--- src/rtl/bcd_calculator.sv ---
// bcd_calculator: 4-digit BCD add, signed subtract and shift-and-add multiply with an 8-digit result.
module bcd_calculator #(
   parameter bit MUL_EN = 1'b1
) (
   input  logic       clk,
   input  logic       rst,
   input  logic       start,
   input  logic [1:0] op,
   input  logic [3:0] A1,
   input  logic [3:0] A2,
   input  logic [3:0] A3,
   input  logic [3:0] A4,
   input  logic [3:0] B1,
   input  logic [3:0] B2,
   input  logic [3:0] B3,
   input  logic [3:0] B4,
   output logic [3:0] R1,
   output logic [3:0] R2,
   output logic [3:0] R3,
   output logic [3:0] R4,
   output logic [3:0] R5,
   output logic [3:0] R6,
   output logic [3:0] R7,
   output logic [3:0] R8,
   output logic       neg,
   output logic       err,
   output logic       busy,
   output logic       done,
   output logic       end_obl
);
   typedef enum logic [2:0] {IDLE, ADDSUB, MUL_SHIFT, MUL_ADD, DONE} state_t;
   state_t      state_q, state_d;
   logic [15:0] a_q, a_d, b_q, b_d;
   logic [1:0]  op_q, op_d, idx_q, idx_d;
   logic [31:0] acc_q, acc_d, r_q, r_d;
   logic [3:0]  rep_q, rep_d;
   logic        neg_q, neg_d, err_q, err_d;
   logic [15:0] a_in, b_in;
   logic [31:0] sum_s, sub_s, mac_s;
   logic [3:0]  bdig;
   logic        ge, bad;

   function automatic logic [31:0] bcd_add(input logic [31:0] x, input logic [31:0] y, input logic ci);
      logic [4:0]  s;
      logic        c;
      logic [31:0] r;
      c = ci;
      r = '0;
      for (int i = 0; i < 8; i++) begin
         s = {1'b0, x[4*i +: 4]} + {1'b0, y[4*i +: 4]} + {4'b0, c};
         c = s > 5'd9;
         r[4*i +: 4] = c ? s[3:0] + 4'd6 : s[3:0];
      end
      return r;
   endfunction

   function automatic logic [15:0] nines(input logic [15:0] x);
      logic [15:0] r;
      for (int i = 0; i < 4; i++) r[4*i +: 4] = 4'd9 - x[4*i +: 4];
      return r;
   endfunction

   function automatic logic any_bad(input logic [31:0] x);
      logic b;
      b = 1'b0;
      for (int i = 0; i < 8; i++) b = b | (x[4*i +: 4] > 4'd9);
      return b;
   endfunction

   assign a_in  = {A1, A2, A3, A4};
   assign b_in  = {B1, B2, B3, B4};
   assign bad   = any_bad({a_in, b_in}) | (op == 2'b11) | (op == 2'b10 && !MUL_EN);
   assign ge    = a_q >= b_q;
   assign sum_s = bcd_add({16'h0, a_q}, {16'h0, b_q}, 1'b0);
   // Nines-complement plus one; the carry out of the 4th digit is discarded by the mask.
   assign sub_s = bcd_add({16'h0, ge ? a_q : b_q}, {16'h0, nines(ge ? b_q : a_q)}, 1'b1) & 32'h0000_FFFF;
   assign mac_s = bcd_add(acc_q, {16'h0, a_q}, 1'b0);
   assign bdig  = b_q[{~idx_q, 2'b00} +: 4];

   always_comb begin
      state_d = state_q;
      a_d     = a_q;
      b_d     = b_q;
      op_d    = op_q;
      acc_d   = acc_q;
      idx_d   = idx_q;
      rep_d   = rep_q;
      r_d     = r_q;
      neg_d   = neg_q;
      err_d   = err_q;
      case (state_q)
         IDLE: if (start) begin
            a_d   = a_in;
            b_d   = b_in;
            op_d  = op;
            acc_d = '0;
            idx_d = '0;
            rep_d = '0;
            if (bad) begin
               state_d = DONE;
               r_d     = '0;
               neg_d   = 1'b0;
               err_d   = 1'b1;
            end else state_d = op[1] ? MUL_SHIFT : ADDSUB;
         end
         ADDSUB: begin
            r_d     = op_q[0] ? sub_s : sum_s;
            neg_d   = op_q[0] & ~ge;
            err_d   = 1'b0;
            state_d = DONE;
         end
         MUL_SHIFT: begin
            acc_d = {acc_q[27:0], 4'h0};
            rep_d = bdig;
            if (bdig != 4'd0) state_d = MUL_ADD;
            else if (idx_q == 2'd3) begin
               r_d     = {acc_q[27:0], 4'h0};
               neg_d   = 1'b0;
               err_d   = 1'b0;
               state_d = DONE;
            end else idx_d = idx_q + 2'd1;
         end
         MUL_ADD: begin
            acc_d = mac_s;
            rep_d = rep_q - 4'd1;
            if (rep_q == 4'd1) begin
               if (idx_q == 2'd3) begin
                  r_d     = mac_s;
                  neg_d   = 1'b0;
                  err_d   = 1'b0;
                  state_d = DONE;
               end else begin
                  idx_d   = idx_q + 2'd1;
                  state_d = MUL_SHIFT;
               end
            end
         end
         default: state_d = IDLE;
      endcase
   end

   always_ff @(posedge clk or negedge rst) begin
      if (!rst) begin
         state_q <= IDLE;
         a_q     <= '0;
         b_q     <= '0;
         op_q    <= '0;
         acc_q   <= '0;
         idx_q   <= '0;
         rep_q   <= '0;
         r_q     <= '0;
         neg_q   <= 1'b0;
         err_q   <= 1'b0;
      end else begin
         state_q <= state_d;
         a_q     <= a_d;
         b_q     <= b_d;
         op_q    <= op_d;
         acc_q   <= acc_d;
         idx_q   <= idx_d;
         rep_q   <= rep_d;
         r_q     <= r_d;
         neg_q   <= neg_d;
         err_q   <= err_d;
      end
   end

   assign {R1, R2, R3, R4, R5, R6, R7, R8} = r_q;
   assign neg     = neg_q;
   assign err     = err_q;
   assign busy    = (state_q == ADDSUB) | (state_q == MUL_SHIFT) | (state_q == MUL_ADD);
   assign done    = state_q == DONE;
   assign end_obl = ~busy;
endmodule

--- config.mk ---
export PLATFORM = sky130hd
export DESIGN_NAME = bcd_calculator
export DESIGN_NICKNAME = d
export VERILOG_FILES = /design/src/rtl/bcd_calculator.sv
export SDC_FILE = /design/constraint.sdc
export NUM_CORES = 1
export LEC_CHECK = 0
export ABC_AREA = 1
export CAP_MARGIN = 30
export CORE_MARGIN = 3
export CORE_UTILIZATION = 55
export DETAILED_ROUTE_END_ITERATION = 10
export PLACE_DENSITY_LB_ADDON = 0.05
export SLEW_MARGIN = 15
export SYNTH_ARGS = -nofsm -noshare
export SYNTH_HDL_FRONTEND = slang
export SYNTH_SLANG_ARGS = --single-unit
--- constraint.sdc ---
create_clock -name clk -period 15.4 [get_ports clk]
set_input_delay 2.31 -clock clk [delete_from_list [all_inputs] [get_ports clk]]
set_output_delay 2.31 -clock clk [all_outputs]
set_load 0.1 [all_outputs]
Word level (Yosys, flattened, before mapping). Cells that the tools add are included.

$add $sub $neg: 52. Order comparisons: 29. Equal/unequal tests: 14. Shift-type cells: 1. Muxes and demuxes: 59. Bitwise logic cells: 14. Reductions and logical operators: 10.

Operators with widths (count): 2-to-1 mux 32 bit (8); case mux 32 bit (4 select lines) (1); case mux 32 bit (3 select lines) (1); 2-to-1 mux 4 bit (21); greater-than comparator 5 x 4 -> 1 bit (second input constant) (16); adder 4 x 3 -> 4 bit (second input constant) (16); adder 4 x 4 -> 5 bit (12); adder 5 x 1 -> 5 bit (9); greater-than comparator 4 bit (second input constant) (8); 2-to-1 mux 16 bit (2); adder 4 x 1 -> 5 bit (4); 2-to-1 mux 3 bit (6); adder 1 x 3 -> 4 bit (second input constant) (4); >= comparator 16 bit (1); greater-than comparator 1 x 4 -> 1 bit (second input constant) (4); variable part select 16 x 5 -> 4 bit (1); subtractor 4 bit (first input constant) (4); != test 2 bit (second input constant) (6); case mux 3 bit (4 select lines) (1); case mux 4 bit (3 select lines) (1); 2-to-1 mux 1 bit (10); 2-to-1 mux 2 bit (5); OR 1 bit (10); case mux 1 bit (4 select lines) (2); 21 further kinds (26).

Bits in registers: 108. Input bits: 37. Output and inout bits: 37. Logic and storage cells: 189.

Depth between registers and ports, before layout. Gate-level depths: netlist of run 1.

Depth after elaboration: 20. Mapped depth: 67. Gate-level depth less buffers: 66.

Worst setup path before layout of run 1. Ideal clock, no wire load.

Kind: register -> register. Start point: register a_q[1]. End point: register r_q[31]. Library setup time: 68 ps. Data arrival time: 10392 ps. Data required time: 15332 ps. Setup slack: 4940 ps. Cell stages (with the launch flop): 65. Path buffers: 0. Clock period less this slack: 10460 ps. Cells stage by stage: dfrtp_1 -> inv_1 -> fa_1 -> xnor2_1 -> nor2_1 -> or2_2 -> nand2_1 -> inv_1 -> fa_1 -> inv_1 -> fa_1 -> xor2_1 -> nor2_1 -> or2_2 -> nand2_1 -> inv_1 -> fa_1 -> inv_1 -> [... 29 more ...] -> xor2_1 -> inv_1 -> a21oi_1 -> inv_1 -> nand2_1 -> ha_1 -> ha_1 -> xor2_1 -> inv_1 -> ha_1 -> nor2_1 -> inv_1 -> o21ai_0 -> mux2i_1 -> nand2_1 -> o21ai_0 -> nand2_1 -> nand2_1.

Cells in the longest elaborated chain, start to end: 20. Elaborated cells on any way between the ends: 36. Classes of those cells: add/sub: 14; order compare: 16; mux: 6.

Ends and longest elaborated chain: start, declared (RTL line 33) `logic [15:0] a_q, a_d, b_q, b_d;`; start signal, assigned (RTL line 145) `a_q <= '0;`; start signal, assigned (RTL line 156) `a_q <= a_d;`; adder 4 x 4 -> 5 bit (RTL line 50) `s = {1'b0, x[4*i +: 4]} + {1'b0, y[4*i +: 4]} + {4'b0, c};`; greater-than comparator 5 x 4 -> 1 bit (RTL line 51) `c = s > 5'd9;`; adder 5 x 1 -> 5 bit (RTL line 50); greater-than comparator 5 x 4 -> 1 bit (RTL line 51); adder 5 x 1 -> 5 bit (RTL line 50); greater-than comparator 5 x 4 -> 1 bit (RTL line 51); adder 5 x 1 -> 5 bit (RTL line 50); greater-than comparator 5 x 4 -> 1 bit (RTL line 51); [... 4 more ...]; adder 4 x 1 -> 5 bit (RTL line 50); greater-than comparator 5 x 4 -> 1 bit (RTL line 51); adder 4 x 1 -> 5 bit (RTL line 50); adder 4 x 3 -> 4 bit / greater-than comparator 5 x 4 -> 1 bit (equally long branches) (RTL line 52, 51); 2-to-1 mux 4 bit (RTL line 52) `r[4*i +: 4] = c ? s[3:0] + 4'd6 : s[3:0];`; 2-to-1 mux 32 bit (RTL line 127) `if (idx_q == 2'd3) begin`; 2-to-1 mux 32 bit (RTL line 126) `if (rep_q == 4'd1) begin`; case mux 32 bit (4 select lines) (*) (RTL line 91) `case (state_q)`; end signal, assigned (RTL line 162) `r_q <= r_d;`; end, declared (RTL line 35) `logic [31:0] acc_q, acc_d, r_q, r_d;`.

Mark *: on every way between the ends. The rest lies on a longest branch, timed or not. The select of a mux whose other input is x is not followed. A chain may end at the register's enable or synchronous reset.

Final worst setup path of run 1. Same ends and word-level chain as after synthesis.

==> results of run 1 <==
[routing by layer]
metal	vias up	GRT usage [%]	part of all wire, %
met5	-	0	0
met4	0	6.52	1.4
met3	25	4.05	7.2
met2	278	41.9	45
met1	3621	37.5	46
li1	3985	-	-
[worst min-delay path: stages (launching register included)]
cell     delay, ps
dfrtp_1        350
nand2_1         50
nand2_1         50
[flip-flops by register name, summed over array words and instances (netlist names)]
signal,flops
a_q,16
acc_q,32
b_q,16
err,1
idx_q,2
neg,1
op_q,1
r_q,32
rep_q,4
state_q,3
[cell families after synthesis]
group	count (synthesis)	share of synthesized area, %
multiplexers	3	0.357
buffers and inverters	212	9.37
adder cells (fa/ha/maj)	110	17.3
XOR/XNOR	33	3.30
AO/OA/AOI/OAI	254	16.1
flip-flops	108	30.9
AND/OR/NAND/NOR	470	22.7
[layout make-up]
cell class              count  area [sq um]  area share [%]
clock inverters             6          81.3           0.815
flip-flops and latches    108          2700            27.1
well taps                 211           264            2.65
multi-input cells         870          5240            52.5
inverters                 181           679            6.81
clock buffers              10           229            2.29
repair buffers             79           786            7.87
[placed cells by master (no fill, tap or decap), drive strengths merged, types with 6 or more instances in the layout]
cell           synthesis  final
a21oi                 79     79
a22oi                 14     14
inv                  181    185
o21ai                119    119
dfrtp                108    108
fa                    18     18
clkdlybuf4s50          0     72
a31oi                  9      9
ha                    92     92
nor2                  88     88
nand2                296    296
nor3                  11     11
clkbuf                21     10
buf                   10      6
xor2                  21     21
nand3                 64     64
xnor2                 12     12
o21bai                 6      6
[through the flow]
step / area (sq um) / utilization, % / setup slack (ps) / instances
2_1_floorplan: 8760 / - / 4940 / 1190
3_3_place_gp: 9640 / 62.7 / 4380 / 1447
3_5_place_dp: 9640 / 62.7 / 3950 / 1447
4_1_cts: 9950 / 64.7 / 3870 / 1463
5_1_grt: 9980 / 64.9 / 2610 / 1465
6_report: 9980 / 64.9 / 3770 / 1465
[path summary, 6_finish.rpt]
kind	cells past startpoint	slack, ps	startpoint	end
min in group asynchronous	1	1970	rst	b_q[0]
worst max register to register	64	3770	a_q[1]	r_q[31]
worst min register to register	2	480	r_q[2]	r_q[2]
max in group asynchronous	2	12230	rst	b_q[11]
worst max-delay path	64	3770	a_q[1]	r_q[31]
worst min-delay path	2	480	r_q[2]	r_q[2]
[cells in the mapped netlist (4+ instances only)]
master,number
clkbuf_1,20
ha_1,92
o21ai_0,115
xnor2_1,12
fa_1,18
o21ai_1,4
xor2_1,21
nand3_2,7
a31oi_1,9
nand2_2,17
a22oi_1,14
nor3_1,11
a21oi_1,79
buf_2,7
nand2_1,278
nand3_1,57
dfrtp_1,108
nor2_1,85
o211ai_1,4
o21bai_1,6
nand4_1,4
inv_1,178
==> metrics list, run 1 <==
- By startpoint and endpoint, the worst setup path is classified as flip-flop to flip-flop.
- Final hold violation count: 0
- Vias in the first global route: ~7,400
* Number of antenna cells inserted: 0
- Worst setup SP type: flip-flop
* Nets in the synthesized netlist: 1,337
* CTS buffer count: 9
- For this block, the via count after detailed routing is 7,909.
- Final-layout fill cell count: roughly 1,400
* Most common cell on crit path: inv_1
- In this run the horizontal extent of the chip is 132 um.
- In the final layout, the share of cells above drive strength 1 is under 10%.
* Final Wtd Congestion: 0.939
- Critical-path top delay cell: dfrtp_1
* Worst-Margin Slew: 983 ps
* Post-CTS sizing: 0
- Cell area after synthesis: 8760 sq um
- The floorplan step defined a core boundary enclosing 15,400 sq um.
* Crit path max-delay family: adder cells
- Die H: 132 um
- Across every metal layer, demand over resource in global routing totals about a quarter.
- Number of post-CTS setup repair buffers: 0
* Worst rel slew slack: 34.3%
- TritonRoute pass-1 iters: 6
* Count of state elements after synthesis: roughly 110
- Detail-routed net length per standard cell: 15.4 um
- The number of buffers and inverters on the critical path is 16.
- Fraction of registers with async set or reset after synthesis: 100%
- Each instance of the synthesized netlist takes up on average 7.36 sq um.
* Maximum level of the CTS H-tree: 3
- Quantity of I/O buffers inserted on ports: between 70 and 80
- Top-area cell type share of the netlist area: 30.9%
- Worst-case clock skew: 12.9 ps
- Status: completed
- Crit path required time: around 16,000 ps
* Clock period minus final worst setup slack: 11,630 ps
- Global-route congestion overflow total: 0
- Placed wire-length estimate: 17,400 um
- CTS Hold Buffers Added: 0
- Most area-consuming cells after synthesis: dfrtp_1, ha_1, nand2_1
* Wire length of the first global-routing pass: 37,100 um
- The clock passes through at most 2 buffers.
- Drt drc: 0
* Final Hold Slack: 482 ps
* Final net count: between 1,000 and 1,500
- Once the floorplan was initialized, standard cells occupied 57.0% of the core.
- Counting every sink on the clock net gives ~110.
- Sum Neg Setup Slack: 0 ps
- Of all cell types, the one taking the most synthesized area is dfrtp_1.
- The worst setup path is captured at a flip-flop.
- For the worst-skew pair, the clock arrives at the later sink with an insertion delay of 370 ps.
* Mean number of vias per cell: 5.40
- The share of the Yosys chip area taken by registers is between 30% and 40%.
* Antenna violations before repair: 0
- TritonCTS built the clock tree.
- Relative area change from synthesis to final layout: 13.9%
- Std cell rows: 45
- Max-cap violations in this run came to 0.
* Stage delay of the slowest cell on the critical path: 500 ps
- Setup repair after global routing left no endpoint under its margin.
- The die covers 17,500 sq um.
* Path class of the lowest-slack min-delay path: flip-flop to flip-flop
* Detailed Route WL: about 23,000 um
- Number of warning messages in the yosys log: 0
* Number of nets with antenna violations after detailed routing: 0
- Max FO, Critical Path: 7
- At the worst endpoint, the arrival time is 11,930 ps.
- The number of slew-limit violations in the final report was 0.
- Post-CTS clock slew at the launch and capture registers of the worst setup and hold paths: 80 ps
* Final number of setup-violating endpoints: 0
- Number of enable flip-flop cells after synthesis: 0
- Number of placed I/O pins: 74
- Entering global routing, the biggest net connects 67 pins.
- Iter 0 DRT Violations: 717
- In the finished design, the share of the clock period the worst path needs comes to 75.5%.
- Synthesized netlist cell count: 1,190
- Distinct cells, synth: between 40 and 50
- Maximum frequency from static timing analysis: 0.0860 GHz
- Clock Root Buffer: clkbuf_16
* Flip-flop cell with the highest count after synthesis: dfrtp_1
Power of run 1 is left out: the tool's default activity adds up to more than one toggle a clock period on the data nets, which glitch-free logic cannot reach.
==> inputs of run 2 (changes only) <==
--- a/config.mk
+++ b/config.mk
@@ -8,7 +8,7 @@
 export ABC_AREA = 1
 export CAP_MARGIN = 30
 export CORE_MARGIN = 3
-export CORE_UTILIZATION = 55
+export CORE_UTILIZATION = 54
 export DETAILED_ROUTE_END_ITERATION = 10
 export PLACE_DENSITY_LB_ADDON = 0.05
 export SLEW_MARGIN = 15
==> constraint.sdc (replaced) <==
create_clock -name clk -period 9.7 [get_ports clk]
set_input_delay 1.455 -clock clk [delete_from_list [all_inputs] [get_ports clk]]
set_output_delay 1.455 -clock clk [all_outputs]
set_load 0.1 [all_outputs]
==> run 2 against run 1 <==
Against the previous run:
- the run now ends with negative setup slack left
- sequential share of layout area down 2.6 points
- global-route usage increased by 2.1 points
- wire length is 12% higher
- via count grew 7.1%
- highest routed layer unchanged
==> metrics list, run 2 (synthesis results as in run 1) <==
- For this block, the via count after detailed routing is 8,472.
- Worst setup SP type: flip-flop
- Clock latency on the worst-skew pair, taken at its later pin, is 360 ps.
- The number of antenna violations at the first check in global routing is 1.
- The number of placed instances, taps included, is 1,496.
- Final Wtd Congestion: 0.927
- Buf/Inv on CP: 16
* Vias in the first global route: approximately 8,200
* Detail-routed net length per standard cell: 16.2 um
- Worst-case setup margin in the final layout: -383 ps
* Maximum frequency from static timing analysis: 0.0992 GHz
- Counting cells, the worst reg-to-reg path comes to 64.
- Met2 layer wire length in the routed design: 12,300 um
- The tightest min-delay check is of the flip-flop to flip-flop type.
- Unrepaired setup endpoints after global routing: true
- Critical-path top delay cell: fa_2
* Final net count: 1,491
- Number of placed I/O pins: 74
- From left edge to right edge, the die measures ~130 um.
* Status: finished, violations left
- The initial utilization of the core area, before any placement, comes to 56.4%.
* Highest metal layer with signal wires: met4
* Quantity of I/O buffers inserted on ports: 73
* Proportion of layout cells with a drive suffix above 1: 16.5%
- Of the available clock period, the critical path in the final layout requires 104%.
- The final layout contains routed wiring with a total length of 25,200 um.
* CTS Sinks: 108
* Instance count along the most critical hold path: 2
- For the pin with the worst max-slew slack, the measured transition is just under 1000 ps.
- By startpoint and endpoint, the worst setup path is classified as flip-flop to flip-flop.
* Maximum level of the CTS H-tree: 3
* Worst rel slew slack: roughly 34%
- Post-Layout Cell Count: 1,560
- Number of antenna cells inserted: 0
- In the final layout, the registers with the most flip-flops are acc_q: 32 flops, r_q: 32 flops.
- Clock period minus final worst setup slack: between 10,000 and 15,000 ps
* Global-route congestion overflow total: 0
- The path with the worst hold slack has its endpoint at r_q[11].
- In this run the worst path has a maximum fanout of 4.
* Post-CTS clock slew at the launch and capture registers of the worst setup and hold paths: around 80 ps
- Placed wire-length estimate: ~19,000 um
* Sum of routed wire segments on met1: 10,900 um
- Final number of setup-violating endpoints: 8
- Stage delay of the slowest cell on the critical path: roughly 450 ps
- Wire segments on met3 add up to 1270 um in the final route.
* Final-layout fill cell count: 1,330
* Max-slew violations: 0
* TritonRoute pass-1 iters: 5
- Clock Path Buffers: 2
* Area of the placeable core: 15,500 sq um
- Across the routed clock network, the largest skew measured is 7.50 ps.
* Die H: about 130 um
- Crit path required time: approximately 9900 ps
- Iter 0 DRT Violations: between 600 and 700
- The area growth from synthesis to layout is 25.9%.
- The tree is rooted in a clkbuf_16.
- The library cell used most frequently in the layout, excluding fill and tap cells, is nand2_1.
- Grouping stages by cell kind, the critical path spends the most delay in adder cells.
- For this run, the total global-route usage over all layers was measured as 28.2%.
* Final hold violation count: 0
- CTS buffer count: 9
- The final reports fail on negative setup slack.
* Reg2reg start: a_q[0]
- Std cell rows: 45
- The endpoint identified for the worst register-to-register timing path is r_q[29].
* Worst min-delay path startpoint: r_q[11]
- Across the run, the number of max-cap violations was 0.
- The count of nets left with antenna violations once routing finished came out at 0.
- Summing all multi-input logic gate instances after layout gives ~5600 sq um.
- Register-to-Register Setup Slack: -380 ps
* Drt drc: 0
* DIE AREA: 17,800 sq um
* Commonest cells after routing, fill and taps aside: nand2_1, inv_1, o21ai_0
- TritonCTS built the clock tree.
- Wire length of the first global-routing pass: 40,600 um
- Critical Path Sink Type: flip-flop
- Entering global routing, the biggest net connects 66 pins.
- Across the whole layout, storage elements account for 2700 sq um.
- Mean number of vias per cell: 5.43
- Data arrives at the worst endpoint at 10,290 ps.
[run 2: changes by cell type in the layout (fill, tap and decap cells not counted), moves of 6 or more]
cell     before  now
inv_2         3   15
inv_1       178  165
ha_1         92   77
fa_2          0    8
ha_4          0   11
o21ai_0     115  109
fa_1         18   10
buf_4         5  102
xor2_1       21   15
[run 2: worst register-to-register path, delay by kind of cell (launching register included)]
family	cells	cell delay, ps
AO/OA/AOI/OAI	10	1430
XOR/XNOR	7	1170
adder cells (fa/ha/maj)	19	4420
buffers and inverters	16	1050
flip-flops	1	360
AND/OR/NAND/NOR	12	1490
[run 2: area by class of cell]
type,instances,area share [%]
Multi-Input combinational cell,870,50.9
Inverter,181,6.18
Sequential cell,108,24.5
Timing Repair Buffer,174,13.5
Clock inverter,6,0.488
Clock buffer,10,2.08
Tap cell,211,2.39
[run 2: how the worst max path moves through the flow]
stage | from | endpoint | slack (ps) | cells past startpoint
2_1_floorplan | acc_q[0] | r_q[31] | 2 | 64
3_3_place_gp | acc_q[0] | r_q[31] | -110 | 64
3_5_place_dp | a_q[0] | r_q[31] | -430 | 64
4_1_cts | a_q[0] | r_q[31] | -130 | 65
5_1_grt | a_q[0] | r_q[29] | -940 | 64
6_report | a_q[0] | r_q[29] | -380 | 64
[run 2: what timing repair did]
item / in CTS / in global routing
endpoints found under the setup margin: 6 / 13
hold buffers: 0 / 0
pin swaps: 32 / 28
resized for setup: 20 / 33
buffers inserted: 41 / 14
[run 2: per-layer routing]
layer	vias to the layer above	GRT usage (%)
li1	4161	-
met5	-	0
met1	3981	37.4
met3	55	3.78
met4	0	9.03
met2	275	48.2
[run 2: per-stage QoR]
step | area (sq um) | util, % | hold WS [ps] | setup TNS, ps | setup WS [ps]
floorplan | 8880 | - | 472 | 0 | 2.16
global placement | 10100 | 65.2 | 462 | -389 | -109
detailed placement | 10100 | 65.2 | 465 | -2220 | -425
CTS | 10800 | 69.6 | 485 | -699 | -134
global route | 11000 | 71.0 | 504 | -7090 | -938
finish | 11000 | 71.0 | 479 | -2570 | -383
Power of run 2 is left out for the same reason.
